===== src/rtl/shift_exec_pipe.sv =====
// Purpose: two-stage valid/ready shift unit (SLL/SRL/SRA) with a completed-op counter.
// Latency: a request accepted at edge k shows out_valid=1 after edge k+1; one result per cycle.
// Backpressure: out_valid && !out_ready freezes both stages; up to 2 requests held, then in_ready=0.
//
// Ports:
//   clk, rst              clock, asynchronous active-high reset
//   in_valid/in_ready     request handshake; in_op (00 SLL, 01 SRL, 11 SRA, 10 reserved),
//                         in_a operand, in_shamt shift amount
//   out_valid/out_ready   result handshake; out_result shifted value, out_err reserved-op flag
//   op_count              number of completed output handshakes (wraps)
module shift_exec_pipe #(
    parameter int N     = 32,
    parameter int CNT_W = 16
) (
    input  logic                 clk,
    input  logic                 rst,
    input  logic                 in_valid,
    output logic                 in_ready,
    input  logic [1:0]           in_op,
    input  logic [N-1:0]         in_a,
    input  logic [$clog2(N)-1:0] in_shamt,
    output logic                 out_valid,
    input  logic                 out_ready,
    output logic [N-1:0]         out_result,
    output logic                 out_err,
    output logic [CNT_W-1:0]     op_count
);

    localparam int SW = $clog2(N);

    localparam logic [1:0] OP_SLL = 2'b00;
    localparam logic [1:0] OP_SRL = 2'b01;
    localparam logic [1:0] OP_RSV = 2'b10;
    localparam logic [1:0] OP_SRA = 2'b11;

    // Stage-1 request register
    logic           s1_valid_q, s1_valid_d;
    logic [1:0]     s1_op_q,    s1_op_d;
    logic [N-1:0]   s1_a_q,     s1_a_d;
    logic [SW-1:0]  s1_shamt_q, s1_shamt_d;

    // Stage-2 result register
    logic           s2_valid_q, s2_valid_d;
    logic [N-1:0]   s2_result_q, s2_result_d;
    logic           s2_err_q,   s2_err_d;

    logic [CNT_W-1:0] cnt_q, cnt_d;

    logic           s2_en;
    logic           in_xfer;
    logic           out_xfer;
    logic [N-1:0]   shift_res;

    // Shifter operates on the stage-1 contents
    always_comb begin
        shift_res = '0;
        unique case (s1_op_q)
            OP_SLL:  shift_res = s1_a_q << s1_shamt_q;
            OP_SRL:  shift_res = s1_a_q >> s1_shamt_q;
            OP_SRA:  shift_res = $unsigned($signed(s1_a_q) >>> s1_shamt_q);
            OP_RSV:  shift_res = '0;
            default: shift_res = '0;
        endcase
    end

    always_comb begin
        // Stage 2 may load whenever it is empty or being drained this cycle.
        s2_en    = !s2_valid_q || out_ready;
        // Combinational path from out_ready to in_ready is deliberate: it lets a
        // full pipe accept a new request in the same cycle it drains a result.
        in_ready = !s1_valid_q || s2_en;
        in_xfer  = in_valid && in_ready;
        out_xfer = s2_valid_q && out_ready;

        s1_valid_d  = s1_valid_q;
        s1_op_d     = s1_op_q;
        s1_a_d      = s1_a_q;
        s1_shamt_d  = s1_shamt_q;
        s2_valid_d  = s2_valid_q;
        s2_result_d = s2_result_q;
        s2_err_d    = s2_err_q;
        cnt_d       = cnt_q;

        if (s2_en) begin
            s2_valid_d = s1_valid_q;
            // On a bubble the result/err registers keep their stale contents.
            if (s1_valid_q) begin
                s2_result_d = shift_res;
                s2_err_d    = (s1_op_q == OP_RSV);
            end
        end

        // Stage 1 loads on any accepted request (including the stalled-but-empty
        // case), otherwise it empties once its contents move into stage 2.
        if (in_xfer) begin
            s1_valid_d = 1'b1;
            s1_op_d    = in_op;
            s1_a_d     = in_a;
            s1_shamt_d = in_shamt;
        end else if (s2_en) begin
            s1_valid_d = 1'b0;
        end

        if (out_xfer) begin
            cnt_d = cnt_q + CNT_W'(1);
        end
    end

    always_ff @(posedge clk or posedge rst) begin
        if (rst) begin
            s1_valid_q  <= 1'b0;
            s1_op_q     <= '0;
            s1_a_q      <= '0;
            s1_shamt_q  <= '0;
            s2_valid_q  <= 1'b0;
            s2_result_q <= '0;
            s2_err_q    <= 1'b0;
            cnt_q       <= '0;
        end else begin
            s1_valid_q  <= s1_valid_d;
            s1_op_q     <= s1_op_d;
            s1_a_q      <= s1_a_d;
            s1_shamt_q  <= s1_shamt_d;
            s2_valid_q  <= s2_valid_d;
            s2_result_q <= s2_result_d;
            s2_err_q    <= s2_err_d;
            cnt_q       <= cnt_d;
        end
    end

    assign out_valid  = s2_valid_q;
    assign out_result = s2_result_q;
    assign out_err    = s2_err_q;
    assign op_count   = cnt_q;

endmodule

===== config.mk =====
export PLATFORM = sky130hd
export DESIGN_NAME = shift_exec_pipe
export DESIGN_NICKNAME = d
export VERILOG_FILES = /design/src/rtl/shift_exec_pipe.sv
export SDC_FILE = /design/constraint.sdc
export NUM_CORES = 1
export LEC_CHECK = 0
export ABC_AREA = 1
export BUFFER_PORTS_ARGS = -buffer_cell sky130_fd_sc_hd__buf_2
export CORE_MARGIN = 4
export CORE_UTILIZATION = 38
export CTS_BUF_LIST = sky130_fd_sc_hd__clkbuf_4
export DETAILED_ROUTE_END_ITERATION = 10
export PLACE_DENSITY = 0.61
export SYNTH_ARGS = -nofsm -noshare
export SYNTH_HDL_FRONTEND = slang
export SYNTH_SLANG_ARGS = --single-unit

===== constraint.sdc =====
create_clock -name clk -period 6.88 [get_ports clk]
set_input_delay 0 -clock clk [delete_from_list [all_inputs] [get_ports clk]]
set_output_delay 0 -clock clk [all_outputs]
set_load 0.03 [all_outputs]

Word-level counts from Yosys, hierarchy flattened:

Cells that the tools add are included.

* muxes and demuxes: 3
* magnitude comparators: 0
* add/subtract/negate cells: 1
* shifts and indexed selects: 3
* multipliers: 0
* equal/unequal tests: 3
* bitwise logic cells: 0
* reduce and logical (&&, ||, !) cells: 9
* divide/modulo/power cells: 0

Operators by type and width (number)
* 32-bit case mux with 4 select lines: 1
* 32-bit by 5-bit left shift with 32-bit output: 1
* 32-bit by 5-bit >> shifter with 32-bit output: 1
* 32-bit by 5-bit >>> shifter with 32-bit output: 1
* 16-bit by 1-bit adder with 16-bit output, second input constant: 1
* 2-bit equality test, second input constant: 2
* 2-bit by 1-bit equality test with 1-bit output, second input constant: 1
* 1-bit logical AND: 2
* 1-bit zero test: 2
* 2-bit zero test: 1
* 1-bit logical OR: 2
* 1-bit two-way mux: 2
* 2-bit AND reduction: 1
* 2-bit nonzero test: 1

* bits in writable memories: 0
* ROM bits: 0
* bits in latches: 0
* input bits: 43
* memories kept: 0
* flip-flop bits (word level): 90

Logic depth before layout (Yosys ltp):

* depth in word-level cells: 5
* mapped depth: 15

Worst setup path after synthesis:

OpenSTA, ideal clock, no wires.

* path kind: flip-flop to flip-flop
* start: reg s2_valid_q (netlist: out_valid)
* end: reg s1_a_q[0]
* cell stages (with the launch flop): 6
* path buffers: 2
* slack: 4.927 ns
* library setup time: 0.125 ns
* arrival: 1.829 ns
* clock period less this slack: 1.953 ns
* cell sequence: dfrtp_1 nand3_1 nand2_1 buf_2 buf_2 mux2_2

* longest elaborated chain between the ends: 4

RTL lines
* from (decl): line 43 `logic s2_valid_q, s2_valid_d;`
* from (signal assigned): line 124 `s2_valid_q <= s2_valid_d;`
* 1-bit zero test: line 68 `s2_en = !s2_valid_q || out_ready;`
* 1-bit logical OR: line 68
* 1-bit logical OR: line 71 `in_ready = !s1_valid_q || s2_en;`
* named net in_ready: line 18 `output logic in_ready,`
* 1-bit logical AND: line 72 `in_xfer = in_valid && in_ready;`
* to (signal assigned): line 113 `s1_a_q <= '0;`
* to (signal assigned): line 122 `s1_a_q <= s1_a_d;`
* to (decl): line 39 `logic [N-1:0] s1_a_q, s1_a_d;`

The timed path passes the listed nets, and every way through them passes these cells.
A chain may end at the register's enable or synchronous reset.

Worst setup path in the final report:

* start: reg s1_shamt_q[1]
* end: reg s2_result_q[24] (netlist: out_result[24])

* longest elaborated chain between the ends: 2
* elaborated cells between the ends (all ways): 4
* those cells by class: 3 x shift; 1 x mux

RTL lines
* from (decl): line 40 `logic [SW-1:0] s1_shamt_q, s1_shamt_d;`
* from (signal assigned): line 123 `s1_shamt_q <= s1_shamt_d;`
* 32-bit by 5-bit >>> shifter with 32-bit output (tied with other cells): line 60 `OP_SRA: shift_res = $unsigned($signed(s1_a_q) >>> s1_shamt_q);`
* 32-bit case mux with 4 select lines *: line 57 `unique case (s1_op_q)`
* to (signal assigned): line 125 `s2_result_q <= s2_result_d;`
* to (decl): line 44 `logic [N-1:0] s2_result_q, s2_result_d;`

Mark *: on every way between the ends. The rest lies on a longest branch, timed or not.

==> metrics <==
Primary FF master, synth dfrtp_1; Num CTS Buffers 9; Crit path max-delay family flip-flops; ANT cells 0; initial antenna violation count 0; largest net degree at the start of global routing 69; post-route setup slack 3.64 ns; die area 20,500 um^2; WHS 0.0334 ns; setup violators final 0; Root Buffer clkbuf_4; CP dominant cell by count nand3_1; HP Class input port to flop; clock sink total 90; number of synthesized flops with an enable pin 0; Fin. Hold Viols 0; Routed WL per cell 17.4 um; final worst clock skew 0.0255 ns; post-synthesis average cell area 6.61 um^2; Crit. End Element flop; final worst-path cycle share 47.1%; DRT Pass-1 Iters 5; Sw Ratio 51.9%; Worst slew margin 22.6%; min Tclk post-route 3.24 ns; part of the Yosys area used for sequential elements 32.4%; TNS Setup 0 ns; Worst Tran Pin Value 1.16 ns; Synth Cell Area 6950 um^2; outcome finished clean; layout cells sized above 1 16.4%; Final #Nets 1,187; DRC viols 0; H-tree depth 3; via count 7,498; Async SR Flop Fraction 100%; Critical Path Source Type flop; Data required, critical path 7.32 ns; Worst R2R Setup Slack 3.64 ns; RSZ-0062 raised after global routing no; vias in the first global route 7,167; DR iter-0 viols 796; PwrDens 293 nW/um^2; DP Area 7420 um^2; pre-CTS setup slack 3.81 ns; routability cong. 0.973; Max stage delay on crit path 1.17 ns; Max Buffers Root-to-Sink 2; Flop pwr share 33.1%; fin. max-slew vios 0; Pleak 4.01 nW; Final HPWL DP 17,600 um; Vias/cell 5.45; commonest cells after routing, fill and taps aside nand2_1, nand3_1, buf_2, dfrtp_1, a21oi_1; Yosys warning total 0; die height 143 um; Detailed Route WL 24,000 um; Netlist cell types 37; Worst path slowest cell dfrtp_2; site row count 49; number of gates resized after cts 0; PortBufs 93; Combinational Power Share 54.3%; Post-Synthesis Cells 1,052; Initial Utilization 38.7%; I/O pins 94; fmax 0.308 GHz; CTS tree yes; Syn-to-layout area delta 14.4%; Max-cap violations 0; Syn Nets 1,096; Design Power 2.33 mW; maximum vdd ir drop 143 uV; Die X 143 um; internal power 1.12 mW; Worst Path Max Fanout 68; antenna-violating nets left 0; later-pin clock latency in the skew report 0.50 ns; Tot GR Track Use 23.9%; worst path buffer plus inverter count 1; commonest non-fill, non-tap cell in the layout nand2_1; Worst Path Class, Setup flop to flop; post-route cell area 7960 um^2; register bit total from synthesis 90; Clk pin slew, worst setup/hold paths 0.16 ns; Psw 1.21 mW; grt total ovfl 0; Critical Path AT 3.69 ns; CP cell instances inv_2 > nand3_1 > nand3_1 > nand2_1 > a21oi_1 > nand3_1 > nand2_1 > a21oi_1; global-route wire length before repair 39,100 um; core region area 18,000 um^2; clock power share 12.6%
==> kinds of logic (layout without fill, tap and decap cells) <==
logic type | Yosys count | in the layout | synth area share, %
AOI/OAI and AO/OA | 107 | 107 | 8.38
xor gates and xnor gates | 14 | 14 | 1.76
adders and majority gates | 1 | 1 | 0.180
buffers and inverters | 112 | 208 | 7.88
DFF | 90 | 90 | 32.4
muxes | 31 | 31 | 5.02
and+or+nand+nor | 697 | 697 | 44.4
==> flip-flops by register name, indices dropped and copies added (netlist names) <==
signal	count
out_result	32
s1_a_q	32
op_count	16
s1_shamt_q	5
s1_op_q	2
out_err	1
out_valid	1
s1_valid_q	1
==> power by group through the flow <==
stage               logic [mW]  registers (mW)  clock network, mW
CTS                       1.26           0.773              0.305
global route              1.40           0.793              0.330
finish                    1.27           0.773              0.294
detailed placement        1.24           0.783                  0
global placement          1.24           0.782                  0
floorplan                0.747           0.930                  0
==> metal layers <==
layer | track usage [%] | part of all wire, % | wire length (um)
met1 | 33.7 | 45 | 10700
met2 | 38.6 | 47 | 11400
met3 | 3.42 | 5.7 | 1370
met4 | 6.54 | 2.1 | 510
met5 | 0 | 0 | 0
==> cell type report <==
| cell class | count | area [um^2] |
|---|---|---|
| Inverter | 48 | 186 |
| Multi-Input combinational cell | 850 | 4160 |
| Sequential cell | 90 | 2250 |
| Timing Repair Buffer | 144 | 951 |
| Fill cell | 1962 | 10000 |
| Clock inverter | 6 | 48.8 |
| Clock buffer | 10 | 75.1 |
| Tap cell | 229 | 287 |
==> worst min-delay path: stages <==
cell and delay (ns):
buf_2 0.08, nand2_2 0.04, buf_4 0.27, nand2_1 0.11
==> cell usage after synthesis, types with 3 or more instances <==
cell | instances | area, um^2
nor2_4 | 5 | 56.3
nand2_2 | 13 | 81.3
mux2_2 | 31 | 349
clkbuf_1 | 14 | 52.6
a31oi_1 | 3 | 18.8
inv_2 | 5 | 18.8
buf_2 | 31 | 155
dfrtp_1 | 90 | 2250
inv_1 | 40 | 150
nor3_1 | 3 | 15.0
xnor2_1 | 6 | 52.6
nor2_1 | 52 | 195
o211ai_1 | 14 | 105
buf_6 | 6 | 67.6
nand4_1 | 7 | 43.8
o21ai_1 | 10 | 50.1
a21oi_1 | 58 | 290
and2_1 | 8 | 50.1
buf_1 | 6 | 22.5
nand3_1 | 252 | 1260
o21ai_0 | 19 | 95.1
nor2_2 | 4 | 25.0
xor2_1 | 8 | 70.1
buf_4 | 6 | 45.0
nand2_1 | 345 | 1290
==> worst paths after layout <==
path	cells past startpoint	endpoint	startpoint
setup / recovery	8	out_result[24]$_DFFE_PP0P_	s1_shamt_q[1]$_DFFE_PP0P_
hold / removal	4	s1_valid_q$_DFFE_PP0P_	in_valid
setup reg to reg	8	out_result[24]$_DFFE_PP0P_	s1_shamt_q[1]$_DFFE_PP0P_
hold reg to reg	1	op_count[15]$_DFFE_PP0P_	op_count[15]$_DFFE_PP0P_
max in group asynchronous	4	s1_a_q[5]$_DFFE_PP0P_	rst
min in group asynchronous	3	s1_a_q[0]$_DFFE_PP0P_	rst
==> per-stage QoR <==
stage | util [%] | std cells
after CTS | 44.3 | 1377
after floorplan | - | 1052
after global routing | 44.3 | 1377
after detailed placement | 41.3 | 1320
after global placement | 41.3 | 1320
final | 44.3 | 1377
==> timing repair <==
item / 4_1_cts / 5_1_grt
setup buffers: 0 / 0
hold endpoints to repair: 76 / 0
hold buffers: 41 / 0
No activity file was read; power rests on OpenSTA's default activity.
